<file path="src/rtl/trng_pkg.sv">
// Shared constants, types and the von Neumann extractor for the TRNG post-processor.
//   RAW_W    : width of the raw TRNG state word
//   OUT_W    : width of a conditioned output word
//   VN_PAIRS : bit pairs per raw word (max extracted bits per sample)
//   PACK_W   : packer accumulator width (31 held bits + 8 new bits)
//   vn_extract(raw) -> {count[3:0], bits[7:0]}, bits compacted LSB-first
package trng_pkg;

  localparam int unsigned RAW_W    = 16;
  localparam int unsigned OUT_W    = 32;
  localparam int unsigned VN_PAIRS = RAW_W / 2;
  localparam int unsigned PACK_W   = OUT_W + VN_PAIRS - 1;

  typedef struct packed {
    logic [3:0]          count;
    logic [VN_PAIRS-1:0] bits;
  } vn_t;

  // Pairs that differ emit their low bit; equal pairs are discarded. Survivors are packed
  // densely from bit 0 in ascending pair order, unused upper bits stay zero.
  function automatic vn_t vn_extract(input logic [RAW_W-1:0] raw);
    vn_t r;
    r.count = '0;
    r.bits  = '0;
    for (int i = 0; i < VN_PAIRS; i++) begin
      if (raw[2*i+1] != raw[2*i]) begin
        r.bits[r.count[2:0]] = raw[2*i];
        r.count              = r.count + 4'd1;
      end
    end
    return r;
  endfunction

endpackage

</file>
<file path="src/rtl/trng_fifo.sv">
// Synchronous FIFO buffering conditioned words.
//   clk, rst_n : clock, asynchronous active-low reset
//   wr_en      : push request; honoured when not full, or when full with a same-cycle pop
//   wr_data    : word to push
//   full       : DEPTH entries held
//   rd_en      : pop request; ignored when empty
//   rd_data    : head of FIFO (entry storage resets to zero)
//   empty      : no entries held
module trng_fifo
  import trng_pkg::*;
#(
  parameter int unsigned DEPTH = 4,
  parameter int unsigned WIDTH = 32
) (
  input  logic             clk,
  input  logic             rst_n,
  input  logic             wr_en,
  input  logic [WIDTH-1:0] wr_data,
  output logic             full,
  input  logic             rd_en,
  output logic [WIDTH-1:0] rd_data,
  output logic             empty
);

  localparam int unsigned AW = (DEPTH > 1) ? $clog2(DEPTH) : 1;

  logic [WIDTH-1:0] mem_q [DEPTH];
  logic [AW-1:0]    wr_ptr_q, rd_ptr_q;
  logic [AW:0]      count_q;
  logic             do_wr, do_rd;

  assign full    = (count_q == (AW+1)'(DEPTH));
  assign empty   = (count_q == '0);
  assign rd_data = mem_q[rd_ptr_q];

  // A push into a full FIFO is legal when the head leaves on the same edge.
  assign do_rd = rd_en && !empty;
  assign do_wr = wr_en && (!full || do_rd);

  always_ff @(posedge clk or negedge rst_n) begin
    if (!rst_n) begin
      wr_ptr_q <= '0;
      rd_ptr_q <= '0;
      count_q  <= '0;
      for (int i = 0; i < DEPTH; i++) begin
        mem_q[i] <= '0;
      end
    end else begin
      if (do_wr) begin
        mem_q[wr_ptr_q] <= wr_data;
        wr_ptr_q        <= wr_ptr_q + AW'(1);
      end
      if (do_rd) begin
        rd_ptr_q <= rd_ptr_q + AW'(1);
      end
      unique case ({do_wr, do_rd})
        2'b10:   count_q <= count_q + (AW+1)'(1);
        2'b01:   count_q <= count_q - (AW+1)'(1);
        default: count_q <= count_q;
      endcase
    end
  end

endmodule

</file>
<file path="src/rtl/trng_postproc.sv">
// Conditioning stage behind the 16-bit SMFRO TRNG core: von Neumann debiasing, 32-bit
// packing, output FIFO and a repetition-count health test.
//   clk, rst_n  : core clock; asynchronous active-low reset, released synchronously upstream
//   raw_data    : raw TRNG state word
//   raw_valid   : sample raw_data on this edge (no backpressure)
//   out_data    : head of output FIFO
//   out_valid   : FIFO not empty and health test passing
//   out_ready   : consumer pops head when out_valid && out_ready
//   health_fail : sticky, source repeated REP_LIMIT times
//   overflow    : sticky, a completed word was dropped on a full FIFO
module trng_postproc
  import trng_pkg::*;
#(
  parameter int unsigned FIFO_DEPTH = 4,
  parameter int unsigned REP_LIMIT  = 8
) (
  input  logic             clk,
  input  logic             rst_n,
  input  logic [RAW_W-1:0] raw_data,
  input  logic             raw_valid,
  output logic [OUT_W-1:0] out_data,
  output logic             out_valid,
  input  logic             out_ready,
  output logic             health_fail,
  output logic             overflow
);

  localparam int unsigned REP_W = $clog2(REP_LIMIT + 1);

  logic health_fail_q, overflow_q;

  // Stage 1: sample, extract, repetition test
  logic                accept;
  vn_t                 vn;
  logic                s1_valid_q;
  logic [VN_PAIRS-1:0] s1_bits_q;
  logic [3:0]          s1_cnt_q;
  logic [RAW_W-1:0]    raw_q;
  logic [REP_W-1:0]    rep_cnt_q, rep_cnt_d;
  logic                trip;

  assign accept = raw_valid && !health_fail_q;
  assign vn     = vn_extract(raw_data);

  // rep_cnt_q == 0 only before the first accepted word, so there is nothing to compare.
  always_comb begin
    rep_cnt_d = REP_W'(1);
    if (rep_cnt_q != '0 && raw_data == raw_q) begin
      rep_cnt_d = rep_cnt_q + REP_W'(1);
    end
  end

  assign trip = accept && (rep_cnt_d == REP_W'(REP_LIMIT));

  always_ff @(posedge clk or negedge rst_n) begin
    if (!rst_n) begin
      s1_valid_q <= 1'b0;
      s1_bits_q  <= '0;
      s1_cnt_q   <= '0;
      raw_q      <= '0;
      rep_cnt_q  <= '0;
    end else begin
      s1_valid_q <= accept;
      if (accept) begin
        s1_bits_q <= vn.bits;
        s1_cnt_q  <= vn.count;
        raw_q     <= raw_data;
        rep_cnt_q <= rep_cnt_d;
      end
    end
  end

  // Stage 2: packer. Held bits sit at the bottom, new bits are OR-ed in above them.
  logic [OUT_W-2:0]  pack_q, pack_d;
  logic [4:0]        pack_cnt_q, pack_cnt_d;
  logic [PACK_W-1:0] acc;
  logic [5:0]        total, total_m32;
  logic              pack_en, word_done;
  logic              fifo_full, fifo_empty, pop, push, ovf_set;
  logic [OUT_W-1:0]  fifo_rdata;

  assign pack_en   = s1_valid_q && !health_fail_q;
  assign acc       = {{(PACK_W-OUT_W+1){1'b0}}, pack_q} | (PACK_W'(s1_bits_q) << pack_cnt_q);
  assign total     = 6'(pack_cnt_q) + 6'(s1_cnt_q);
  assign total_m32 = total - 6'd32;
  assign word_done = pack_en && (total >= 6'd32);

  always_comb begin
    pack_d     = pack_q;
    pack_cnt_d = pack_cnt_q;
    if (pack_en) begin
      if (word_done) begin
        // Bits above the completed word carry over into the next one.
        pack_d     = {{(OUT_W-1-(PACK_W-OUT_W)){1'b0}}, acc[PACK_W-1:OUT_W]};
        pack_cnt_d = total_m32[4:0];
      end else begin
        pack_d     = acc[OUT_W-2:0];
        pack_cnt_d = total[4:0];
      end
    end
  end

  always_ff @(posedge clk or negedge rst_n) begin
    if (!rst_n) begin
      pack_q     <= '0;
      pack_cnt_q <= '0;
    end else begin
      pack_q     <= pack_d;
      pack_cnt_q <= pack_cnt_d;
    end
  end

  assign out_valid = !fifo_empty && !health_fail_q;
  assign pop       = out_valid && out_ready;
  assign push      = word_done && (!fifo_full || pop);
  assign ovf_set   = word_done && fifo_full && !pop;

  trng_fifo #(
    .DEPTH (FIFO_DEPTH),
    .WIDTH (OUT_W)
  ) u_fifo (
    .clk     (clk),
    .rst_n   (rst_n),
    .wr_en   (push),
    .wr_data (acc[OUT_W-1:0]),
    .full    (fifo_full),
    .rd_en   (pop),
    .rd_data (fifo_rdata),
    .empty   (fifo_empty)
  );

  always_ff @(posedge clk or negedge rst_n) begin
    if (!rst_n) begin
      health_fail_q <= 1'b0;
      overflow_q    <= 1'b0;
    end else begin
      health_fail_q <= health_fail_q | trip;
      overflow_q    <= overflow_q | ovf_set;
    end
  end

  assign out_data    = fifo_rdata;
  assign health_fail = health_fail_q;
  assign overflow    = overflow_q;

endmodule
</file>
<file path="config.mk">
export PLATFORM = sky130hd
export DESIGN_NAME = trng_postproc
export DESIGN_NICKNAME = d
export VERILOG_FILES = /design/src/rtl/trng_pkg.sv /design/src/rtl/trng_fifo.sv /design/src/rtl/trng_postproc.sv
export SDC_FILE = /design/constraint.sdc
export NUM_CORES = 1
export LEC_CHECK = 0
export BUFFER_PORTS_ARGS = -buffer_cell sky130_fd_sc_hd__buf_4
export CAP_MARGIN = 20
export CORE_ASPECT_RATIO = 1.25
export CORE_MARGIN = 2
export CORE_UTILIZATION = 55
export DETAILED_ROUTE_END_ITERATION = 8
export PLACE_DENSITY = 0.73
export SLEW_MARGIN = 20
export SYNTH_ARGS = -nofsm -noshare
export SYNTH_HDL_FRONTEND = slang
export SYNTH_SLANG_ARGS = --single-unit
</file>
<file path="constraint.sdc">
create_clock -name clk -period 3.92 [get_ports clk]
set_clock_uncertainty 0.1 [all_clocks]
set_input_delay 0.784 -clock clk [delete_from_list [all_inputs] [get_ports clk]]
set_output_delay 0.784 -clock clk [all_outputs]
set_load 0.01 [all_outputs]
</file>
==> impl_metrics.env, run 1 <==
export IMPL_tightest_slew_ns=0.751
export IMPL_multi_input_area_um2=6170
export IMPL_start_kind="input pin"
export IMPL_detail_route_wl_per_cell_um=19.2
export IMPL_dp_hpwl_um=18900
export IMPL_drtAntennaViolNets=0
export IMPL_synth_seq_cells=206
export IMPL_synthCells=999
export IMPL_track_usage_pct=24.9
export IMPL_status="finished with violations"
export IMPL_antenna_found_initial=0
export IMPL_slew_violations=0
export IMPL_slew_headroom_pct=49.4
export IMPL_grt_pass1_wl_um=44500
export IMPL_clk_latency_ns=0.49
export IMPL_p_leak_nw=6.89
export IMPL_fin_cells=1406
export IMPL_die_y_um=166
export IMPL_yosysWarnings=0
export IMPL_path_cells="buf_8 > inv_4 > ha_4 > inv_4 > fa_2 > nor2b_2 > o21ai_2 > a21oi_2 > or2_4 > inv_2 > ha_4 > xnor2_2 > mux2i_1 > nand3_1 > or2_4 > inv_4 > ha_4 > nand2_4 > xnor2_4 > xnor2_4 > buf_4 > nor3b_4 > xnor2_1 > o21ai_1"
export IMPL_path_clk_slew_ns=0.06
export IMPL_drtPass1Iterations=5
export IMPL_hold_viol=0
export IMPL_cap_violations=0
export IMPL_cp_endpoint="s1_cnt_q[3]"
export IMPL_fin_crit_sh_pct=112
export IMPL_avgSynthCellArea_um2=11.5
export IMPL_worst_ep_required_time_ns=4.20
export IMPL_die_w_um=133
export IMPL_totalWireLength_um=27000
export IMPL_fmax_mhz=228
export IMPL_gp_congestion=0.880
export IMPL_critPathCaptureType="flip-flop"
export IMPL_cts_inserted_buffers=20
export IMPL_startpoint="raw_data[1]"
export IMPL_r2r_start="pack_cnt_q[0]"
export IMPL_final_area_um2=13700
export IMPL_start_util_pct=55.8
export IMPL_first_global_vias=8663
export IMPL_nets=1161
export IMPL_cts_root_buf="clkbuf_16"
export IMPL_tritoncts="done"
export IMPL_num_rows=59
export IMPL_irDropWorstVdd_mv=0.333
export IMPL_antennaDiodeCount=0
export IMPL_synthArstFlopShare_pct=100
export IMPL_utilization_pct=66.4
export IMPL_rsz0062_at_grt="yes"
export IMPL_ys_seq_area_share_pct=44.7
export IMPL_min_delay_path_class="in -> async"
export IMPL_critPathSlowestCell="fa_2"
export IMPL_drive_gt1_share_pct=36.8
export IMPL_ctsHoldBuffers=0
export IMPL_layout_setup_ws_ns=-0.457
export IMPL_yosysUniqueCellTypes=78
export IMPL_setup_viol=11
export IMPL_dieArea_um2=22100
export IMPL_dpl_cell_area_um2=12800
export IMPL_synth_ff_type="dfrtp_1"
export IMPL_r2r_cells=14
export IMPL_drc=0
export IMPL_timing_critical_path_fanout_max=7
export IMPL_core_area_um2=20700
export IMPL_ios=55
export IMPL_fill_cells=1552
export IMPL_viasPerCell=5.87
export IMPL_p_total_mw=9.93
export IMPL_cts_max_path_buffers=3
export IMPL_drt_iter0_drc=408
export IMPL_htreeDepth=1
export IMPL_r2r_end="u_fifo.count_q[2]"
export IMPL_numPortBuffers=54
export IMPL_power_per_cell_area_nw_per_um2=723
export IMPL_grt_max_degree=96
export IMPL_regToRegSetupSlack_ns=0.87
export IMPL_period_minus_slack_ns=4.38
export IMPL_synth_area_um2=11500
export IMPL_syn_nets=1042
export IMPL_synth_edf_count=0
export IMPL_cpPeakStageDelay_ns=0.60
export IMPL_grt_ovfl_total=0
export IMPL_regArea_um2=5160
export IMPL_dr_total_vias=8256
export IMPL_critPathArrivalTime_ns=4.65
export IMPL_dp_cells=1361
export IMPL_syn_to_final_growth_pct=19.1
export IMPL_violations="setup timing"
export IMPL_worst_setup_path_type="in -> reg"
export IMPL_numClockSinks=206
export IMPL_preCtsSetupSlack_ns=-1.12
==> synth_stat cells (all sizes together), types with 10 or more instances <==
| master | number | area, um2 |
|---|---|---|
| o21ai | 39 | 195 |
| nor3 | 17 | 85.1 |
| a21o | 28 | 210 |
| ha | 20 | 250 |
| xnor2 | 25 | 350 |
| buf | 27 | 133 |
| nand2b | 11 | 68.8 |
| a31oi | 16 | 100 |
| nand2 | 102 | 390 |
| nor2 | 40 | 155 |
| o211a | 17 | 170 |
| dfrtp | 206 | 5150 |
| inv | 32 | 120 |
| nand3 | 20 | 105 |
| a21oi | 13 | 65.1 |
| mux2i | 15 | 150 |
| xor2 | 26 | 243 |
| a22o | 10 | 87.6 |
| nor2b | 14 | 90.1 |
| clkbuf | 36 | 135 |
| mux4 | 32 | 721 |
| mux2 | 138 | 1560 |
==> layout by cell type (no fill, tap or decap), types with 7 or more instances in the layout <==
cell type and n:
clkbuf_1 7, nand3_1 19, a21o_1 28, mux4_2 32
inv_1 27, mux2_2 137, xor2_1 23, nor3_1 15
ha_1 16, xnor2_4 7, nand2b_1 11, a22o_1 10
a31oi_1 16, buf_4 152, nor2_1 36, nor2b_1 9
xnor2_1 13, o21ai_0 34, dfrtp_1 205, a21oi_1 12
mux2i_1 15, o31ai_1 7, o211a_1 17, clkbuf_16 21
nand2_1 99
==> layout make-up <==
class | instances | area share (%)
Clock buffer | 30 | 4.22
Inverter | 32 | 0.930
Timing Repair Buffer | 160 | 9.10
Clock inverter | 6 | 0.766
Tap cell | 274 | 2.50
Multi-Input combinational cell | 698 | 44.9
Sequential cell | 206 | 37.6
==> worst min path at each step <==
stage	from	endpoint	slack, ns
2_1_floorplan	pack_q[0]	pack_q[0]	0.35
3_3_place_gp	pack_q[0]	pack_q[0]	0.37
3_5_place_dp	pack_q[0]	pack_q[0]	0.37
4_1_cts	rst_n	u_fifo.mem_q[99]	0.29
5_1_grt	rst_n	u_fifo.mem_q[66]	0.33
6_report	rst_n	u_fifo.mem_q[67]	0.26
==> cell families after synthesis <==
family	Yosys count	synth area share, %
AND/OR/NAND/NOR	243	10.2
flip-flops	206	44.7
AO/OA/AOI/OAI	193	12.2
multiplexers	185	21.1
buffers and inverters	95	3.37
XOR/XNOR	54	5.75
adder cells (fa/ha/maj)	23	2.69
==> report_power, final <==
part / leakage, nW / internal (mW) / total, mW / switching, mW
sequential: 2.73 / 2.82 / 3.29 / 0.465
clock: 0.336 / 1.22 / 2.03 / 0.805
combinational: 3.82 / 2.31 / 4.62 / 2.31
==> worst max-delay path, delay by kind of cell <==
kind                       cells  cell delay (ns)
xor gates and xnor gates       4             0.64
and+or+nand+nor                6             1.00
AOI/OAI and AO/OA              3             0.36
buffers and inverters          6             0.42
adders and majority gates      4             1.19
muxes                          1             0.25
==> routing by layer <==
metal / wire length [um] / track usage [%] / up-vias
li1: - / - / 3871
met1: 10700 / 30.0 / 4147
met2: 14500 / 45.8 / 178
met3: 812 / 1.92 / 60
met4: 998 / 10.3 / 0
met5: 0 / 0 / -
==> timing repair <==
action	4_1_cts	5_1_grt
hold endpoints to repair	0	0
buffers inserted	8	1
pin swaps	20	20
resized for setup	11	23
setup endpoints to repair	11	11
==> sequential cells by signal (all words and copies together) (netlist names), 2 cells and up <==
| register | count |
|---|---|
| u_fifo.mem_q | 128 |
| pack_q | 31 |
| raw_q | 16 |
| s1_bits_q | 8 |
| pack_cnt_q | 5 |
| rep_cnt_q | 4 |
| s1_cnt_q | 4 |
| u_fifo.count_q | 3 |
| u_fifo.rd_ptr_q | 2 |
| u_fifo.wr_ptr_q | 2 |
==> stage by stage <==
stage | hold WS, ns | TNS [ns]
finish | 0.264 | -4.44
floorplan | 0.352 | -10.75
global route | 0.331 | -7.14
CTS | 0.294 | -4.93
global placement | 0.366 | -10.67
detailed placement | 0.373 | -11.85
(Power assumes the default switching activity.)
==> inputs of run 2 (changes only) <==
--- a/config.mk
+++ b/config.mk
@@ -9,9 +9,9 @@
 export CAP_MARGIN = 20
 export CORE_ASPECT_RATIO = 1.25
 export CORE_MARGIN = 2
-export CORE_UTILIZATION = 55
+export CORE_UTILIZATION = 62
 export DETAILED_ROUTE_END_ITERATION = 8
-export PLACE_DENSITY = 0.73
+export PLACE_DENSITY = 0.8
 export SLEW_MARGIN = 20
 export SYNTH_ARGS = -nofsm -noshare
 export SYNTH_HDL_FRONTEND = slang
==> run 2 against run 1 <==
Net effect:
- the flow still finishes with violations (setup timing)
- sequential share of layout area grew 0.11 points
- critical endpoint is now s1_bits_q[5]
- final area shrank 0.29%
- largest power group unchanged
- first-iteration DRC count grew 19%
- die area shrank 11%
- non-clock buffer count grew 5
- hold slack lost 0.0014 ns
- fmax shrank 2.0%
- highest routed layer unchanged
- clock-buffer cell count shrank 8
- worst setup slack lost 0.091 ns
- sequential power shrank 1%
==> impl_metrics.env, run 2 (same netlist as run 1, synthesis figures left out) <==
export IMPL_status="finished with violations"
export IMPL_violations="setup timing"
export IMPL_slew_violations=0
export IMPL_htreeDepth=1
export IMPL_clk_latency_ns=0.49
export IMPL_slew_headroom_pct=44.1
export IMPL_irDropWorstVdd_mv=0.366
export IMPL_tightest_slew_ns=0.839
export IMPL_start_kind="input pin"
export IMPL_syn_to_final_growth_pct=18.8
export IMPL_drtPass1Iterations=5
export IMPL_highest_layer="met4"
export IMPL_p_leak_nw=6.90
export IMPL_timing_critical_path_fanout_max=6
export IMPL_path_cells="buf_4 > xnor2_4 > inv_2 > fa_2 > nor2b_1 > o21ai_2 > a21oi_2 > or2_4 > inv_2 > ha_4 > xnor2_2 > mux2i_1 > nand3_1 > or2_4 > inv_4 > ha_4 > nand2_2 > xnor2_2 > xnor2_2 > buf_4 > buf_6 > nor3_4 > a22oi_1 > o31ai_1"
export IMPL_r2r_cells=14
export IMPL_totalWireLength_um=27100
export IMPL_largest_reg_flops=128
export IMPL_wl_met2_um=14400
export IMPL_track_usage_pct=27.8
export IMPL_antenna_found_initial=0
export IMPL_fin_crit_sh_pct=114
export IMPL_reg_top3="u_fifo.mem_q (128), pack_q (31), raw_q (16)"
export IMPL_hold_viol=0
export IMPL_routed_wl_met3_um=939
export IMPL_path_clk_slew_ns=0.06
export IMPL_cpMostUsedCell="xnor2_2"
export IMPL_cp_depth=24
export IMPL_nets=1165
export IMPL_hold_ws_ns=0.262
export IMPL_tritoncts="done"
export IMPL_antennaDiodeCount=0
export IMPL_largest_register="u_fifo.mem_q"
export IMPL_drive_gt1_share_pct=37.6
export IMPL_setup_viol=11
export IMPL_core_area_um2=18200
export IMPL_cap_violations=0
export IMPL_fill_cells=1212
export IMPL_period_minus_slack_ns=4.47
export IMPL_dp_hpwl_um=18800
export IMPL_p_total_mw=9.94
export IMPL_ctsHoldBuffers=0
export IMPL_fin_tns_setup_ns=-5.36
export IMPL_power_per_cell_area_nw_per_um2=727
export IMPL_critPathArrivalTime_ns=4.71
export IMPL_worst_setup_path_type="in -> reg"
export IMPL_critPathSlowestCell="fa_2"
export IMPL_gp_congestion=0.932
export IMPL_cts_root_buf="clkbuf_16"
export IMPL_dpl_cell_area_um2=12800
export IMPL_grt_ovfl_total=0
export IMPL_drtAntennaViolNets=0
export IMPL_final_common_cell="dfrtp_1"
export IMPL_drt_iter0_drc=487
export IMPL_fmax_mhz=224
export IMPL_die_y_um=156
export IMPL_num_rows=55
export IMPL_worst_path_buf_inv=6
export IMPL_grt_max_degree=105
export IMPL_rsz0062_at_grt="yes"
export IMPL_numPortBuffers=54
export IMPL_critPathCaptureType="flip-flop"
export IMPL_wl_met1_um=10500
export IMPL_numClockSinks=206
export IMPL_final_area_um2=13700
export IMPL_cts_max_path_buffers=3
export IMPL_start_util_pct=63.4
export IMPL_mostFrequentLayoutCells="205 x dfrtp_1, 155 x buf_4, 137 x mux2_2"
export IMPL_preCtsSetupSlack_ns=-1.17
export IMPL_drc=0
export IMPL_viasPerCell=6.19
export IMPL_worst_ep_required_time_ns=4.17
export IMPL_layout_setup_ws_ns=-0.548
export IMPL_ios=55
export IMPL_grt_pass1_wl_um=44100
export IMPL_cp_top_family="adder cells"
export IMPL_dr_total_vias=8434
export IMPL_detail_route_wl_per_cell_um=19.9
export IMPL_cts_inserted_buffers=19
export IMPL_cpPeakStageDelay_ns=0.63
export IMPL_min_delay_path_class="in -> async"
export IMPL_die_w_um=126
export IMPL_first_global_vias=8668
export IMPL_dieArea_um2=19700
[run 2: worst reg2reg max path, stage by stage (launching register included)]
cell     delay, ns
dfrtp_1       0.55
ha_1          0.30
a21o_1        0.16
a21oi_1       0.22
nor2b_1       0.07
nor2_1        0.09
nor2_1        0.06
and3_1        0.26
inv_1         0.09
ha_1          0.18
inv_1         0.08
fa_1          0.45
xor2_1        0.16
nor2_1        0.12
xor2_1        0.16
[run 2: final timing paths]
path	endpoint	start	slack (ns)
worst max-delay path	s1_bits_q[5]	raw_data[5]	-0.55
worst min-delay path	u_fifo.mem_q[6]	rst_n	0.26
worst max register to register	u_fifo.count_q[2]	pack_cnt_q[0]	0.80
worst min register to register	u_fifo.count_q[2]	u_fifo.count_q[2]	0.39
max in group asynchronous	u_fifo.mem_q[60]	rst_n	2.55
min in group clk	u_fifo.count_q[2]	u_fifo.count_q[2]	0.39
[run 2: metal layers]
metal	vias to the layer above	GRT usage, %
li1	3892	-
met1	4225	32.9
met2	245	50.9
met3	72	2.91
met4	0	13.1
met5	-	0
[run 2: layout make-up]
type                            instances  area (um2)  share of cell area [%]
Multi-Input combinational cell        698        6160                    45.0
Tap cell                              228         285                    2.08
Clock buffer                           22         487                    3.56
Timing Repair Buffer                  165        1320                    9.63
Inverter                               32         128                   0.932
Clock inverter                         12         151                    1.11
Sequential cell                       206        5160                    37.7
[run 2: power breakdown]
group / switching, mW / internal [mW]
sequential: 0.430 / 2.82
clock: 0.803 / 1.10
combinational: 2.41 / 2.37
total: 3.64 / 6.30
[run 2: stage by stage]
step / cells / util [%]
after floorplan: 999 / -
after global routing: 1363 / 75.3
after CTS: 1358 / 74.9
after global placement: 1316 / 70.5
after detailed placement: 1316 / 70.5
final: 1363 / 75.3
[run 2: timing repair]
item,CTS,global route
pin swaps,23,12
setup endpoints to repair,11,11
gates resized for setup,24,10
setup buffers,8,5
==> inputs of run 3 (changes only) <==
==> constraint.sdc (replaced) <==
create_clock -name clk -period 3.92 [get_ports clk]
set_clock_uncertainty 0.1 [all_clocks]
set_input_delay 0.784 -clock clk [delete_from_list [all_inputs] [get_ports clk]]
set_output_delay 0.784 -clock clk [all_outputs]
set_load 0.05 [all_outputs]
==> run 3 against run 2 <==
Net effect:
- the flow still finishes with violations (setup timing)
- core utilization shrank 0.67 points
- sequential share of layout area increased by 0.34 points
- combinational power up 6.3%
- wire length grew 0.21%
- register-to-register slack better by 0.05 ns
- critical path depth down 1
- final area shrank 0.89%
- hold slack got worse by 0.021 ns
==> impl_metrics.env, run 3 (same netlist as run 1, synthesis figures left out) <==
export IMPL_die_w_um=126
export IMPL_status="finished with violations"
export IMPL_cts_inserted_buffers=20
export IMPL_final_common_cell="dfrtp_1"
export IMPL_critPathCaptureType="flip-flop"
export IMPL_power_per_cell_area_nw_per_um2=755
export IMPL_regToRegSetupSlack_ns=0.85
export IMPL_viasPerCell=6.23
export IMPL_detail_route_wl_per_cell_um=20.0
export IMPL_dp_hpwl_um=19200
export IMPL_tightest_slew_ns=0.753
export IMPL_slew_violations=0
export IMPL_core_area_um2=18200
export IMPL_drtAntennaViolNets=0
export IMPL_violations="setup timing"
export IMPL_first_global_vias=8718
export IMPL_slew_headroom_pct=49.8
export IMPL_fin_crit_sh_pct=111
export IMPL_dr_total_vias=8478
export IMPL_syn_to_final_growth_pct=17.7
export IMPL_cpPeakStageDelay_ns=0.58
export IMPL_cts_max_path_buffers=3
export IMPL_track_usage_pct=27.7
export IMPL_critPathSlowestCell="fa_2"
export IMPL_worst_path_buf_inv=5
export IMPL_start_kind="input pin"
export IMPL_wl_met2_um=14400
export IMPL_fin_tns_setup_ns=-4.46
export IMPL_setup_viol=11
export IMPL_pwr_share_comb_pct=49.7
export IMPL_r2r_start="pack_cnt_q[0]"
export IMPL_timing_critical_path_fanout_max=7
export IMPL_seqPwrFrac_pct=32.3
export IMPL_fmax_mhz=229
export IMPL_p_sw_mw=4.09
export IMPL_wl_met1_um=10500
export IMPL_dpl_cell_area_um2=12800
export IMPL_antenna_found_initial=0
export IMPL_hold_ws_ns=0.241
export IMPL_ios=55
export IMPL_totalWireLength_um=27200
export IMPL_num_rows=55
export IMPL_cp_top_family="simple AND/OR/NAND/NOR gates"
export IMPL_layout_setup_ws_ns=-0.442
export IMPL_min_delay_path_class="in -> async"
export IMPL_path_cells="buf_8 > inv_4 > ha_4 > inv_4 > fa_2 > nor2b_2 > o21ai_2 > a21oi_2 > or2_4 > inv_2 > ha_4 > xnor2_2 > mux2i_1 > nand3_1 > or2_4 > inv_4 > ha_4 > nor2_2 > a41o_1 > nor2_4 > nor3b_4 > xnor2_1 > o21ai_1"
export IMPL_hold_viol=0
export IMPL_dieArea_um2=19700
export IMPL_irDropWorstVdd_mv=0.383
export IMPL_rsz0062_at_grt="yes"
export IMPL_worst_setup_path_type="in -> reg"
export IMPL_cts_root_buf="clkbuf_16"
export IMPL_grt_ovfl_total=0
export IMPL_routed_wl_met3_um=964
export IMPL_drive_gt1_share_pct=37.0
export IMPL_grt_pass1_wl_um=43800
export IMPL_worst_ep_required_time_ns=4.18
export IMPL_start_util_pct=63.4
export IMPL_numPortBuffers=54
export IMPL_mostFrequentLayoutCells="205 x dfrtp_1, 156 x buf_4, 137 x mux2_2"
export IMPL_die_y_um=156
export IMPL_highest_layer="met4"
export IMPL_htreeDepth=1
export IMPL_clk_latency_ns=0.49
export IMPL_grt_max_degree=96
export IMPL_tritoncts="done"
export IMPL_fill_cells=1216
export IMPL_drc=0
export IMPL_r2r_cells=10
export IMPL_period_minus_slack_ns=4.36
export IMPL_drtPass1Iterations=5
export IMPL_final_area_um2=13600
export IMPL_cap_violations=0
export IMPL_preCtsSetupSlack_ns=-1.18
export IMPL_numClockSinks=206
export IMPL_antennaDiodeCount=0
export IMPL_nets=1162
export IMPL_gp_congestion=0.934
export IMPL_critPathArrivalTime_ns=4.62
export IMPL_drt_iter0_drc=412
export IMPL_p_leak_nw=6.84
export IMPL_reg_top3="u_fifo.mem_q (128), pack_q (31), raw_q (16)"
export IMPL_p_int_mw=6.15
export IMPL_largest_reg_flops=128
export IMPL_largest_register="u_fifo.mem_q"
export IMPL_sw_frac_of_total_pct=40.0
export IMPL_pwr_share_clk_pct=18.0
export IMPL_r2r_end="u_fifo.mem_q[29]"
export IMPL_path_clk_slew_ns=0.06
[run 3: cell types whose count changed in the layout (fill, tap and decap cells not counted), moves of 2 or more]
cell and delta:
buf_6 -3, bufinv_16 -3, clkbuf_8 +3, buf_12 -2
clkbuf_16 +2, inv_6 -2, nor2b_2 +2, nor3_1 +2
[run 3: how the worst max path moves through the flow]
stage	from	to	slack, ns	cells past startpoint
3_3_place_gp	raw_data[1]	s1_cnt_q[3]	-1.08	24
2_1_floorplan	raw_data[5]	s1_bits_q[1]	-1.12	23
6_report	raw_data[1]	s1_cnt_q[3]	-0.44	23
5_1_grt	raw_data[1]	s1_cnt_q[3]	-0.64	23
3_5_place_dp	raw_data[1]	s1_cnt_q[3]	-1.18	24
4_1_cts	raw_data[1]	s1_cnt_q[3]	-0.54	23
[run 3: final cells by class]
type	instances	area [um2]	share of cell area, %
repair buffers	161	1250	9.22
inverters	32	128	0.941
multi-input cells	698	6120	45.1
flip-flops and latches	206	5160	38.0
well taps	228	285	2.10
clock buffers	28	582	4.29
clock inverters	8	48.8	0.360
[run 3: metrics by stage]
step	power (mW)	cells	util [%]
floorplan	6.69	999	-
global placement	8.05	1313	70.3
detailed placement	8.21	1313	70.3
CTS	10.2	1356	74.3
global route	10.8	1361	74.7
finish	10.2	1361	74.7
[run 3: repair_timing]
item,in CTS,in global routing
hold buffers,0,0
resized for setup,12,10
buffers inserted,7,5
pin swaps,20,10
endpoints found under the setup margin,11,11
[run 3: per-layer routing]
layer / up-vias / global-route usage, %
li1: 3881 / -
met1: 4275 / 32.5
met2: 238 / 50.5
met3: 84 / 2.91
met4: 0 / 14.2
met5: - / 0
[run 3: worst register-to-register path, cell delays in order, from the launching register on]
cell and delay (ns):
dfrtp_1 0.55, ha_1 0.30, a21o_1 0.17, a21oi_1 0.21
nor2b_1 0.07, nor2_1 0.10, nor2_1 0.07, and3_1 0.25
nand2_1 0.48, buf_12 0.28, mux2_2 0.38
[run 3: power groups by stage]
stage	combinational (mW)	clock, mW	sequential, mW
detailed placement	4.88	0	3.33
finish	5.08	1.84	3.31
global placement	4.77	0	3.27
CTS	5.00	1.86	3.30
global route	5.45	1.96	3.38
floorplan	3.56	0	3.13
